===== src/rtl/pd8_pkg.sv =====
// Shared types, code constants and the code-to-one-hot helper for the pd8 decoder.
package pd8_pkg;

  localparam logic [3:0] CODE_NONE = 4'd0;
  localparam logic [3:0] CODE_MAX  = 4'd8;

  typedef logic [1:0] state_t;
  localparam state_t ST_IDLE   = 2'd0;
  localparam state_t ST_ACTIVE = 2'd1;
  localparam state_t ST_HOLD   = 2'd2;

  typedef enum logic [1:0] {
    CLS_NONE,
    CLS_ZERO,
    CLS_LEGAL,
    CLS_ILLEGAL
  } code_cls_t;

  function automatic logic [7:0] code2onehot(input logic [3:0] code);
    if (code != CODE_NONE && code <= CODE_MAX)
      code2onehot = 8'd1 << (code - 4'd1);
    else
      code2onehot = 8'd0;
  endfunction

endpackage


===== src/rtl/pd8_if.sv =====
// Code/strobe bundle from the encoder side plus the decoder's status outputs.
interface pd8_if #(parameter int CNT_W = 8);
  logic             code_vld;
  logic [3:0]       code;
  logic             err_clr;
  logic [7:0]       line;
  logic             active;
  logic             illegal;
  logic             illegal_sticky;
  logic [CNT_W-1:0] evt_cnt;

  modport master (
    output code_vld, code, err_clr,
    input  line, active, illegal, illegal_sticky, evt_cnt
  );

  modport slave (
    input  code_vld, code, err_clr,
    output line, active, illegal, illegal_sticky, evt_cnt
  );
endinterface


===== src/rtl/pd8_classify.sv =====
// Combinational classification of an incoming code (none/zero/legal/illegal) plus its one-hot.
// Zero latency; no backpressure, purely combinational.
module pd8_classify
  import pd8_pkg::*;
(
  input  logic       code_vld,
  input  logic [3:0] code,
  output code_cls_t  cls,
  output logic [7:0] onehot
);

  always_comb begin
    cls = CLS_NONE;
    if (code_vld) begin
      if (code == CODE_NONE)
        cls = CLS_ZERO;
      else if (code <= CODE_MAX)
        cls = CLS_LEGAL;
      else
        cls = CLS_ILLEGAL;
    end
  end

  assign onehot = code2onehot(code);

endmodule


===== src/rtl/pd8.sv =====
// Registered 4-bit code to one-hot line decoder with release hold, illegal flags and event count.
// Latency 1 falling edge; no backpressure, a code is accepted on every valid cycle.
module pd8
  import pd8_pkg::*;
#(
  parameter int HOLD_CYCLES = 4,
  parameter int CNT_W       = 8
) (
  input  logic clk,
  input  logic rst,
  pd8_if.slave bus
);

  localparam logic [7:0]       HOLD_INIT = 8'(HOLD_CYCLES - 1);
  localparam logic [CNT_W-1:0] EVT_MAX   = '1;

  state_t           state_q, state_d;
  logic [7:0]       line_q, line_d;
  logic [7:0]       hold_q, hold_d;
  logic             active_q, active_d;
  logic             illegal_q, illegal_d;
  logic             sticky_q, sticky_d;
  logic [CNT_W-1:0] evt_q, evt_d;
  logic             new_line;

  code_cls_t  cls;
  logic [7:0] onehot;

  pd8_classify u_classify (
    .code_vld (bus.code_vld),
    .code     (bus.code),
    .cls      (cls),
    .onehot   (onehot)
  );

  always_comb begin
    state_d  = state_q;
    line_d   = line_q;
    hold_d   = hold_q;
    evt_d    = evt_q;
    new_line = 1'b0;

    case (state_q)
      ST_IDLE: begin
        if (cls == CLS_LEGAL) begin
          line_d   = onehot;
          new_line = 1'b1;
          state_d  = ST_ACTIVE;
        end
      end
      ST_ACTIVE: begin
        if (cls == CLS_LEGAL) begin
          new_line = (onehot != line_q);
          line_d   = onehot;
        end else if (cls == CLS_ZERO) begin
          state_d = ST_HOLD;
          hold_d  = HOLD_INIT;
        end
      end
      ST_HOLD: begin
        // Anything but a legal code lets the release timer keep running.
        if (cls == CLS_LEGAL) begin
          new_line = (onehot != line_q);
          line_d   = onehot;
          hold_d   = 8'd0;
          state_d  = ST_ACTIVE;
        end else if (hold_q == 8'd0) begin
          line_d  = 8'd0;
          state_d = ST_IDLE;
        end else begin
          hold_d = hold_q - 1'b1;
        end
      end
      default: begin
        state_d = ST_IDLE;
        line_d  = 8'd0;
        hold_d  = 8'd0;
      end
    endcase

    if (new_line && evt_q != EVT_MAX)
      evt_d = evt_q + 1'b1;

    illegal_d = (cls == CLS_ILLEGAL);
    sticky_d  = illegal_d | (sticky_q & ~bus.err_clr);
    active_d  = |line_d;
  end

  always_ff @(negedge clk) begin
    if (rst) begin
      state_q   <= ST_IDLE;
      line_q    <= 8'd0;
      hold_q    <= 8'd0;
      active_q  <= 1'b0;
      illegal_q <= 1'b0;
      sticky_q  <= 1'b0;
      evt_q     <= '0;
    end else begin
      state_q   <= state_d;
      line_q    <= line_d;
      hold_q    <= hold_d;
      active_q  <= active_d;
      illegal_q <= illegal_d;
      sticky_q  <= sticky_d;
      evt_q     <= evt_d;
    end
  end

  assign bus.line           = line_q;
  assign bus.active         = active_q;
  assign bus.illegal        = illegal_q;
  assign bus.illegal_sticky = sticky_q;
  assign bus.evt_cnt        = evt_q;

endmodule


===== src/flat_wrapper.sv =====
// flat-port wrapper written by rule: the top's interface ports become plain ports
module pd8_flat import pd8_pkg::*;
#(
  parameter int HOLD_CYCLES = 4,
  parameter int CNT_W       = 8
)
  (clk, rst, bus_code_vld, bus_code, bus_err_clr, bus_line, bus_active, bus_illegal, bus_illegal_sticky, bus_evt_cnt);
  pd8_if #(.CNT_W(CNT_W)) bus_i ();
  input  logic clk;
  input  logic rst;
  input wire logic [$bits(bus_i.code_vld)-1:0] bus_code_vld;
  input wire logic [$bits(bus_i.code)-1:0] bus_code;
  input wire logic [$bits(bus_i.err_clr)-1:0] bus_err_clr;
  output wire logic [$bits(bus_i.line)-1:0] bus_line;
  output wire logic [$bits(bus_i.active)-1:0] bus_active;
  output wire logic [$bits(bus_i.illegal)-1:0] bus_illegal;
  output wire logic [$bits(bus_i.illegal_sticky)-1:0] bus_illegal_sticky;
  output wire logic [$bits(bus_i.evt_cnt)-1:0] bus_evt_cnt;
  assign bus_i.code_vld = bus_code_vld;
  assign bus_i.code = bus_code;
  assign bus_i.err_clr = bus_err_clr;
  assign bus_line = bus_i.line;
  assign bus_active = bus_i.active;
  assign bus_illegal = bus_i.illegal;
  assign bus_illegal_sticky = bus_i.illegal_sticky;
  assign bus_evt_cnt = bus_i.evt_cnt;
  pd8 #(.HOLD_CYCLES(HOLD_CYCLES), .CNT_W(CNT_W)) u_core (.clk(clk), .rst(rst), .bus(bus_i));
endmodule

===== config.mk =====
export PLATFORM = sky130hd
export DESIGN_NAME = pd8_flat
export DESIGN_NICKNAME = d
export VERILOG_FILES = /design/src/rtl/pd8_pkg.sv /design/src/rtl/pd8_if.sv /design/src/rtl/pd8_classify.sv /design/src/rtl/pd8.sv /design/src/flat_wrapper.sv
export SDC_FILE = /design/constraint.sdc
export NUM_CORES = 1
export LEC_CHECK = 0
export ABC_AREA = 1
export BUFFER_PORTS_ARGS = -buffer_cell sky130_fd_sc_hd__buf_2
export CAP_MARGIN = 15
export CORE_ASPECT_RATIO = 1.1
export CORE_UTILIZATION = 40
export DETAILED_ROUTE_END_ITERATION = 10
export GPL_TIMING_DRIVEN = 0
export PLACE_DENSITY = 0.66
export SETUP_SLACK_MARGIN = 0.02
export SYNTH_ARGS = -nofsm -noshare
export SYNTH_HDL_FRONTEND = slang
export SYNTH_SLANG_ARGS = --single-unit

===== constraint.sdc =====
create_clock -name clk -period 3.2 [get_ports clk]
set_input_delay 0.48 -clock clk [delete_from_list [all_inputs] [get_ports clk]]
set_output_delay 0.48 -clock clk [all_outputs]
set_load 0.02 [all_outputs]

==> flow_metrics.tcl, run 1 <==
set metrics [dict create \
    outcome "completed" \
    post-route-drc-count 0 \
    crit_buf_inv 3 \
    vdd_ir_drop_max_mv 0.459 \
    synth_top_area_share_pct 32.2 \
    core_area_um2 4320 \
    cts_hold_buf 0 \
    clk_pin_slew_worst_paths_ps 30 \
    drtAntennaViolNets 0 \
    drt-wirelength-per-cell_um 11.4 \
    grt_usage_pct 19.4 \
    ys.warnings.count 0 \
    drv_slew 0 \
    clkSinkCount 29 \
    cp_cell_sequence "buf_2 -> nor2_4 -> nand2_2 -> nand3_4 -> inv_6 -> nor2_4 -> nor2_4 -> buf_12 -> nand3_2 -> nand2_1 -> nor2_2 -> a21oi_1" \
    stdcell_count 396 \
    end_kind "flip-flop" \
    io_buffers 26 \
    max_slew_margin_pct 61.6 \
    final_util_pct 56.6 \
    fin_skew_ps 10.9 \
    holdWs_ps 470 \
    nets 356 \
    cap_violations 0 \
    seq_area_um2 581 \
    io_pins 27 \
    drive_above_1_share_pct 26.6 \
    grt_overflow 0 \
    first_global_vias 1758 \
    syn_inst 270 \
    whs_endpoint "u_core.hold_q[5]" \
    hold_violations 0 \
    viasPerCell 4.81 \
    start_util_pct 41.7 \
    critPathKind "primary input to flip-flop" \
    cp_top_family "simple AND/OR/NAND/NOR gates" \
    cp-startpoint "bus_code[2]" \
    multi_input_area_um2 1200 \
    dp_hpwl_um 2920 \
    cts_tree "built" \
    worst_slew_pin_slew_ps 577 \
    die_x_um 66.0 \
    clock-root-buffer "clkbuf_8" \
    routabilityCongestion 0.825 \
    path_common_cell "nor2_4" \
    syn_area_um2 1800 \
    synth_edf_count 0 \
    cp.required_ps 1800 \
    numCtsBuffers 5 \
    critPathSlowestCell "nor2_4" \
    power.density_nw_per_um2 822 \
    reg2reg_depth 12 \
    via_count 1904 \
    num_rows 25 \
    postRouteWirelength_um 4530 \
    r2r-end "u_core.bus.active" \
    yosysTopAreaCell "dfxtp_1" \
    synth-seq-area-share_pct 32.2 \
    dieHeight_um 72.4 \
    cp.arrival_ps 1770 \
    dr.pass1.iters 4 \
    async_flop_share_pct 0 \
    cts.path.max_buffers 2 \
    drt_iter0_drc 67 \
    grt_max_degree 11 \
    r2r_start "u_core.hold_q[0]" \
    n_antenna_cell 0 \
    ys.flop_type "dfxtp_1" \
    synthMostInstantiatedCell "nand2_1" \
    power.leakage_nw 1.25 \
    clk_latency_ps 350 \
    holdPathStages 2 \
    netlist_top_cells_area "dfxtp_1 (32%), nand2_1 (17%), nand3_1 (7.8%)" \
    fin_tns_setup_ps 0 \
    antenna_found_initial 0 \
    area_growth_pct 35.6 \
    htreeDepth 2 \
    synth-seq-cells 29 \
    crit_path_max_fanout 8 \
    fillCellCount 419 \
    syn-num-nets 285 \
    reg2reg_slack_ps 1240 \
    grt_pass1_wl_um 7150 \
    setup_viol 0 \
    post-place-cells 350 \
    slowest_delay_ps 170 \
    start_kind "primary input" \
    min_from "u_core.hold_q[5]" \
    synth.avg_cell_area_um2 6.67 \
    yosys-top-cells-count "nand2_1 (81), dfxtp_1 (29), nand3_1 (28)" \
    rsz0062_at_grt "true" \
    min_path_type "flip-flop to flip-flop" \
    die_area_um2 4770 \
    ys_types 30 \
]
## how the worst max path moves through the flow
stage | endpoint | slack (ps) | depth (start not counted)
floorplan | u_core.bus.evt_cnt[6] | -40 | 8
global placement | u_core.bus.active | -470 | 12
detailed placement | u_core.bus.active | -480 | 12
CTS | u_core.bus.active | -10 | 11
global route | u_core.hold_q[7] | -60 | 12
finish | u_core.bus.active | 20 | 12
## area by class of cell
cell class                      instances  share of cell area, %
Inverter                               35                   5.59
Clock buffer                            5                   2.82
Clock inverter                         32                   5.07
Multi-Input combinational cell        203                   49.2
Buffer                                  3                  0.923
Timing Repair Buffer                   35                   9.84
Sequential cell                        29                   23.8
Tap cell                               54                   2.77
## per-stage QoR
step | setup WS [ps] | instance area (µm²) | power, mW
floorplan | -43.1 | 1820 | 1.21
global placement | -466 | 2020 | 1.38
detailed placement | -484 | 2020 | 1.39
CTS | -10.1 | 2250 | 1.82
global route | -63.9 | 2440 | 2.20
finish | 24.6 | 2440 | 2.01
## state kept, by name, indices dropped and copies added, names as in the netlist
name	flops
u_core.bus.evt_cnt	8
u_core.bus.line	8
u_core.hold_q	8
u_core.state_q	2
u_core.bus.active	1
u_core.bus.illegal	1
u_core.bus.illegal_sticky	1
## placed cells by master, fill, tap and decap left out, drive strengths merged
cell type,count
nand2,86
inv,65
buf,36
nor2,31
nand3,31
dfxtp,29
a21oi,20
o21ai,11
ha,7
clkbuf,7
xor2,5
nor3,3
xnor2,3
nor4,1
o21bai,1
o22ai,1
clkinv,1
a311oi,1
nand3b,1
nand4,1
clkinvlp,1
## cell families after synthesis
family	after synthesis	synth area share [%]
XOR/XNOR	8	3.89
AO/OA/AOI/OAI	34	11.7
buffers and inverters	39	8.34
AND/OR/NAND/NOR	153	39.0
flip-flops	29	32.2
adder cells (fa/ha/maj)	7	4.86
## routing by layer
layer  up-vias  share of wire [%]  track usage, %
met5         -                  0               0
met4         0                1.9            12.3
met3         9                5.3            7.39
met2        41                 48            31.2
met1       849                 44            21.2
li1       1005                  -               -
## worst reg2reg max path, delay by kind of cell (launching register included)
kind / cells / cell delay, ps
fa+ha+maj: 1 / 190
buf+inv: 2 / 280
simple gates: 8 / 960
flops: 1 / 310
compound gates: 1 / 80
## report_power, final
part | leakage [nW] | internal [mW] | switching [mW]
Clock | 0.200 | 0.197 | 0.251
Combinational | 0.814 | 0.397 | 0.671
Sequential | 0.236 | 0.439 | 0.0538
Total | 1.25 | 1.03 | 0.976
## repair_timing
| item | 4_1_cts | 5_1_grt |
|---|---|---|
| setup endpoints to repair | 9 | 12 |
| gates resized for setup | 4 | 37 |
| pin swaps | 3 | 19 |
| cloned | 0 | 1 |
| setup buffers | 3 | 6 |
(Power assumes the default switching activity.)
==> run 2: changes to the inputs <==
Settings changed: SYNTH_HIERARCHICAL set to 1.
==> flow_metrics.tcl, run 2 <==
set metrics [dict create \
    max_slew_margin_pct 67.0 \
    ys.warnings.count 6 \
    vdd_ir_drop_max_mv 0.406 \
    n_antenna_cell 0 \
    dieHeight_um 74.9 \
    final_cell_area_um2 2740 \
    total_power_mw 2.19 \
    hold_violations 0 \
    die_x_um 68.2 \
    fin_tns_setup_ps -163 \
    cts_tree "built" \
    cts.path.max_buffers 2 \
    clk_pin_slew_worst_paths_ps 40 \
    dpl_cell_area_um2 2200 \
    worst_slew_pin_slew_ps 495 \
    pwr-share-seq_pct 24.4 \
    synth.avg_cell_area_um2 6.35 \
    drive_above_1_share_pct 31.3 \
    yosys-top-cells-count "nand2_1 (78), nor2_1 (56), inv_1 (52)" \
    cap_violations 0 \
    postRouteWirelength_um 4710 \
    start_kind "primary input" \
    first_global_vias 1892 \
    area_growth_pct 41.7 \
    async_flop_share_pct 0 \
    power.leakage_nw 1.41 \
    ys.flop_type "dfxtp_1" \
    syn_area_um2 1930 \
    drt-wirelength-per-cell_um 10.7 \
    violations "setup timing" \
    start_util_pct 41.5 \
    crit_path_max_fanout 4 \
    critPathKind "primary input to flip-flop" \
    drt_iter0_drc 61 \
    grt_usage_pct 18.7 \
    synth_top_area_share_pct 30.1 \
    p_int_mw 1.15 \
    io_buffers 26 \
    dp_slack_ps -484 \
    netlist_top_cells_area "dfxtp_1 (30%), nand2_1 (15%), nor2_1 (11%)" \
    dr.pass1.iters 4 \
    fin_skew_ps 22.8 \
    die_area_um2 5110 \
    routabilityCongestion 0.812 \
    end_kind "flip-flop" \
    cp.required_ps 1820 \
    grt_overflow 0 \
    post-route-drc-count 0 \
    p_sw_mw 1.04 \
    rsz0062_at_grt "true" \
    yosysTopAreaCell "dfxtp_1" \
    grt_pass1_wl_um 7200 \
    clock-root-buffer "clkbuf_8" \
    viasPerCell 4.68 \
    synth-seq-cells 29 \
    syn-num-nets 319 \
    final_util_pct 58.8 \
    setup_viol 9 \
    ys_types 36 \
    syn_inst 304 \
    final_common_cell "inv_1" \
    dp_hpwl_um 3030 \
    antenna_found_initial 0 \
    via_count 2061 \
    synth-seq-area-share_pct 30.1 \
    min_path_type "flip-flop to flip-flop" \
    cts_hold_buf 0 \
    num_rows 26 \
    core_area_um2 4650 \
    grt_max_degree 11 \
    io_pins 27 \
    switching_share_pct 47.6 \
    power.density_nw_per_um2 801 \
    clk_latency_ps 350 \
    htreeDepth 2 \
    synthMostInstantiatedCell "nand2_1" \
    combinationalPowerShare_pct 56.3 \
    clkSinkCount 29 \
    synth_edf_count 0 \
    mostFrequentLayoutCells "inv_1 (76), nand2_1 (70), nor2_1 (40)" \
    finalWorstSetupSlack_ps -52.2 \
    fillCellCount 453 \
    nets 398 \
    cp.arrival_ps 1870 \
    outcome "finished, violations left" \
    p_clk_share_pct 19.3 \
    drv_slew 0 \
    numCtsBuffers 5 \
    drtAntennaViolNets 0 \
]
-- run 2: changes by cell type in the layout (fill, tap and decap cells not counted), sizes merged, moves of 7 or more --
cell   change
a21oi     -12
buf       +12
inv       +21
nand3     -17
nand4      +7
nor2      +30
-- run 2: area by class of cell --
cell class	instances	area [µm²]	area share [%]
Buffer	6	43.8	1.60
Clock buffer	5	68.8	2.51
Clock inverter	32	120	4.39
Inverter	54	208	7.59
Multi-Input combinational cell	214	1310	48.0
Sequential cell	29	581	21.2
Tap cell	56	70.1	2.56
Timing Repair Buffer	44	333	12.2
-- run 2: final timing paths --
kind	startpoint	end	slack (ps)	cells past startpoint
max	bus_code[0]	u_core/bus.line[3]	-50	14
min	u_core/bus.illegal_sticky	u_core/bus.illegal_sticky	460	2
max reg2reg	u_core/state_q[1]	u_core/bus.line[3]	1500	11
min reg2reg	u_core/bus.illegal_sticky	u_core/bus.illegal_sticky	460	2
-- run 2: cell families (layout without fill, tap and decap cells) --
group	Yosys count	count (layout)	share of synthesized area [%]
xor gates and xnor gates	6	6	2.72
DFF	29	29	30.1
muxes	1	1	0.518
buffers and inverters	61	141	12.8
adders and majority gates	7	7	4.54
and+or+nand+nor	173	173	40.3
AOI/OAI and AO/OA	27	27	9.07
-- run 2: power by group through the flow --
stage          Combinational (mW)  Sequential (mW)  Clock [mW]
2_1_floorplan               0.746            0.570      0.0573
3_3_place_gp                0.950            0.538      0.0573
3_5_place_dp                0.970            0.539      0.0573
4_1_cts                      1.10            0.535       0.450
5_1_grt                      1.38            0.551       0.491
6_report                     1.23            0.536       0.423
-- run 2: worst max-delay path, cell delays in order --
cell      delay [ps]
buf_12           110
nor2_4           130
a21oi_2           90
nor2_4           150
inv_2             60
nand2_4           70
o21ai_2           70
nor2_2           120
nand2_2           90
clkbuf_2         140
buf_4            140
buf_4            130
nand2_1           50
nor2_1            40
-- run 2: repair_timing --
action / in CTS / in global routing
buffers inserted: 13 / 4
gates resized for setup: 34 / 33
endpoints found under the hold margin: 0 / 0
pin swaps: 19 / 21
endpoints found under the setup margin: 11 / 23
cloned: 1 / 0
-- run 2: metal layers --
| metal | global-route usage (%) | routed length [µm] | up-vias | part of all wire, % |
|---|---|---|---|---|
| met5 | 0 | 0 | - | 0 |
| met3 | 7.58 | 209 | 9 | 4.4 |
| met1 | 19.4 | 2060 | 920 | 44 |
| li1 | - | - | 1090 | - |
| met2 | 31.8 | 2390 | 42 | 51 |
| met4 | 10.4 | 52 | 0 | 1.1 |
-- run 2: stage by stage --
stage | instances | hold slack [ps]
after floorplan | 304 | 450
after global placement | 386 | 450
after detailed placement | 386 | 464
after CTS | 436 | 468
after global routing | 440 | 495
final | 440 | 462
==> run 3: changes to the inputs <==
Settings changed: CORE_ASPECT_RATIO 1.1 to not set.
==> flow_metrics.tcl, run 3 (synthesis results as in run 2) <==
set metrics [dict create \
    whs_endpoint "u_core/hold_q[4]" \
    stdcell_count 436 \
    combinationalPowerShare_pct 55.3 \
    rsz0062_at_grt "true" \
    clk_pin_slew_worst_paths_ps 40 \
    start_kind "primary input" \
    violations "setup timing" \
    cts_hold_buf 0 \
    switching_share_pct 48.7 \
    min_from "u_core/hold_q[4]" \
    routabilityCongestion 0.823 \
    clock-root-buffer "clkbuf_8" \
    fillCellCount 397 \
    die_x_um 71.5 \
    drtAntennaViolNets 0 \
    htreeDepth 2 \
    reg2reg_slack_ps 1510 \
    setup_viol 16 \
    viasPerCell 4.98 \
    max_slew_margin_pct 65.9 \
    core_area_um2 4500 \
    multi_input_area_um2 1330 \
    final_common_cell "inv_1" \
    holdPathStages 2 \
    cap_violations 0 \
    mostFrequentLayoutCells "inv_1 (75), nand2_1 (69), nor2_1 (44)" \
    io_pins 27 \
    fin_skew_ps 16.5 \
    drive_above_1_share_pct 29.7 \
    end_kind "flip-flop" \
    power.leakage_nw 1.43 \
    post-place-cells 382 \
    n_antenna_cell 0 \
    die_area_um2 5110 \
    pwr-share-seq_pct 24.7 \
    cp.required_ps 1840 \
    critPathKind "primary input to flip-flop" \
    p_int_mw 1.12 \
    r2r-end "u_core/bus.active" \
    start_util_pct 42.9 \
    finalWorstSetupSlack_ps -90.0 \
    area_growth_pct 44.3 \
    holdWs_ps 484 \
    grt_overflow 0 \
    numCtsBuffers 5 \
    drv_slew 0 \
    clkSinkCount 29 \
    dp_hpwl_um 3180 \
    fin_tns_setup_ps -648 \
    seq_area_um2 581 \
    worst_slew_pin_slew_ps 511 \
    reg2reg_depth 10 \
    p_sw_mw 1.07 \
    min_path_type "flip-flop to flip-flop" \
    grt_max_degree 11 \
    grt_pass1_wl_um 7870 \
    hold_violations 0 \
    power.density_nw_per_um2 786 \
    antenna_found_initial 0 \
    dieHeight_um 71.5 \
    via_count 2171 \
    nets 398 \
    postRouteWirelength_um 5460 \
    cts.path.max_buffers 2 \
    num_rows 24 \
    first_global_vias 1952 \
    drt_iter0_drc 112 \
    io_buffers 26 \
    clk_latency_ps 360 \
    cp.arrival_ps 1930 \
    cts_tree "built" \
    crit_path_max_fanout 8 \
    grt_usage_pct 19.2 \
    drt-wirelength-per-cell_um 12.5 \
    outcome "finished, violations left" \
    post-route-drc-count 0 \
    vdd_ir_drop_max_mv 0.339 \
    p_clk_share_pct 20.0 \
    r2r_start "u_core/state_q[0]" \
    dr.pass1.iters 4 \
]
-- run 3: critical path, stage by stage --
cell and delay [ps]:
buf_12 110, nor2_4 140, a21oi_2 90, nor2_4 180, buf_4 140, nand2_2 60, a21oi_4 200, nand2_8 110
o21ai_4 190, inv_2 50, and3_1 180
-- run 3: worst max-delay path by stage --
stage | start | end | slack, ps
after floorplan | bus_code[0] | u_core/hold_q[5] | -100
after global placement | bus_code[0] | u_core/bus.active | -440
after detailed placement | bus_code[0] | u_core/hold_q[5] | -460
after global routing | bus_code[1] | u_core/bus.evt_cnt[1] | -210
final | bus_code[0] | u_core/hold_q[5] | -90
after CTS | bus_code[1] | u_core/bus.active | -10
-- run 3: area by class of cell --
class	instances	area share [%]
Timing Repair Buffer	43	12.4
Tap cell	52	2.33
Clock buffer	5	2.47
Clock inverter	32	4.45
Inverter	54	7.90
Multi-Input combinational cell	215	47.8
Buffer	6	1.84
Sequential cell	29	20.8
-- run 3: power groups by stage --
stage	Combinational, mW	Sequential [mW]	Clock, mW
after global routing	1.33	0.558	0.498
after CTS	1.03	0.540	0.458
final	1.21	0.542	0.438
after global placement	0.951	0.539	0.0573
after floorplan	0.746	0.570	0.0573
after detailed placement	0.965	0.543	0.0573
-- run 3: through the flow --
step                util, %  total power, mW  cell area [µm²]  worst slack (ps)
finish                 61.9             2.19             2790             -90.0
global route           61.9             2.39             2790              -206
CTS                    55.1             2.02             2480             -12.6
detailed placement     48.7             1.57             2190              -464
global placement       48.7             1.55             2190              -441
floorplan                 -             1.37             2000             -98.5
-- run 3: per-layer routing --
metal	wire length (µm)	GRT usage, %	up-vias
met2	2680	31.5	62
met1	2300	23.0	994
li1	-	-	1096
met3	266	4.64	19
met5	0	0	-
met4	214	11.1	0
-- run 3: timing repair --
item                                    4_1_cts  5_1_grt
endpoints found under the setup margin       13       18
gates cloned                                  1        2
gates resized for setup                      16       57
buffers inserted                              6        9
pin swaps                                    12       32
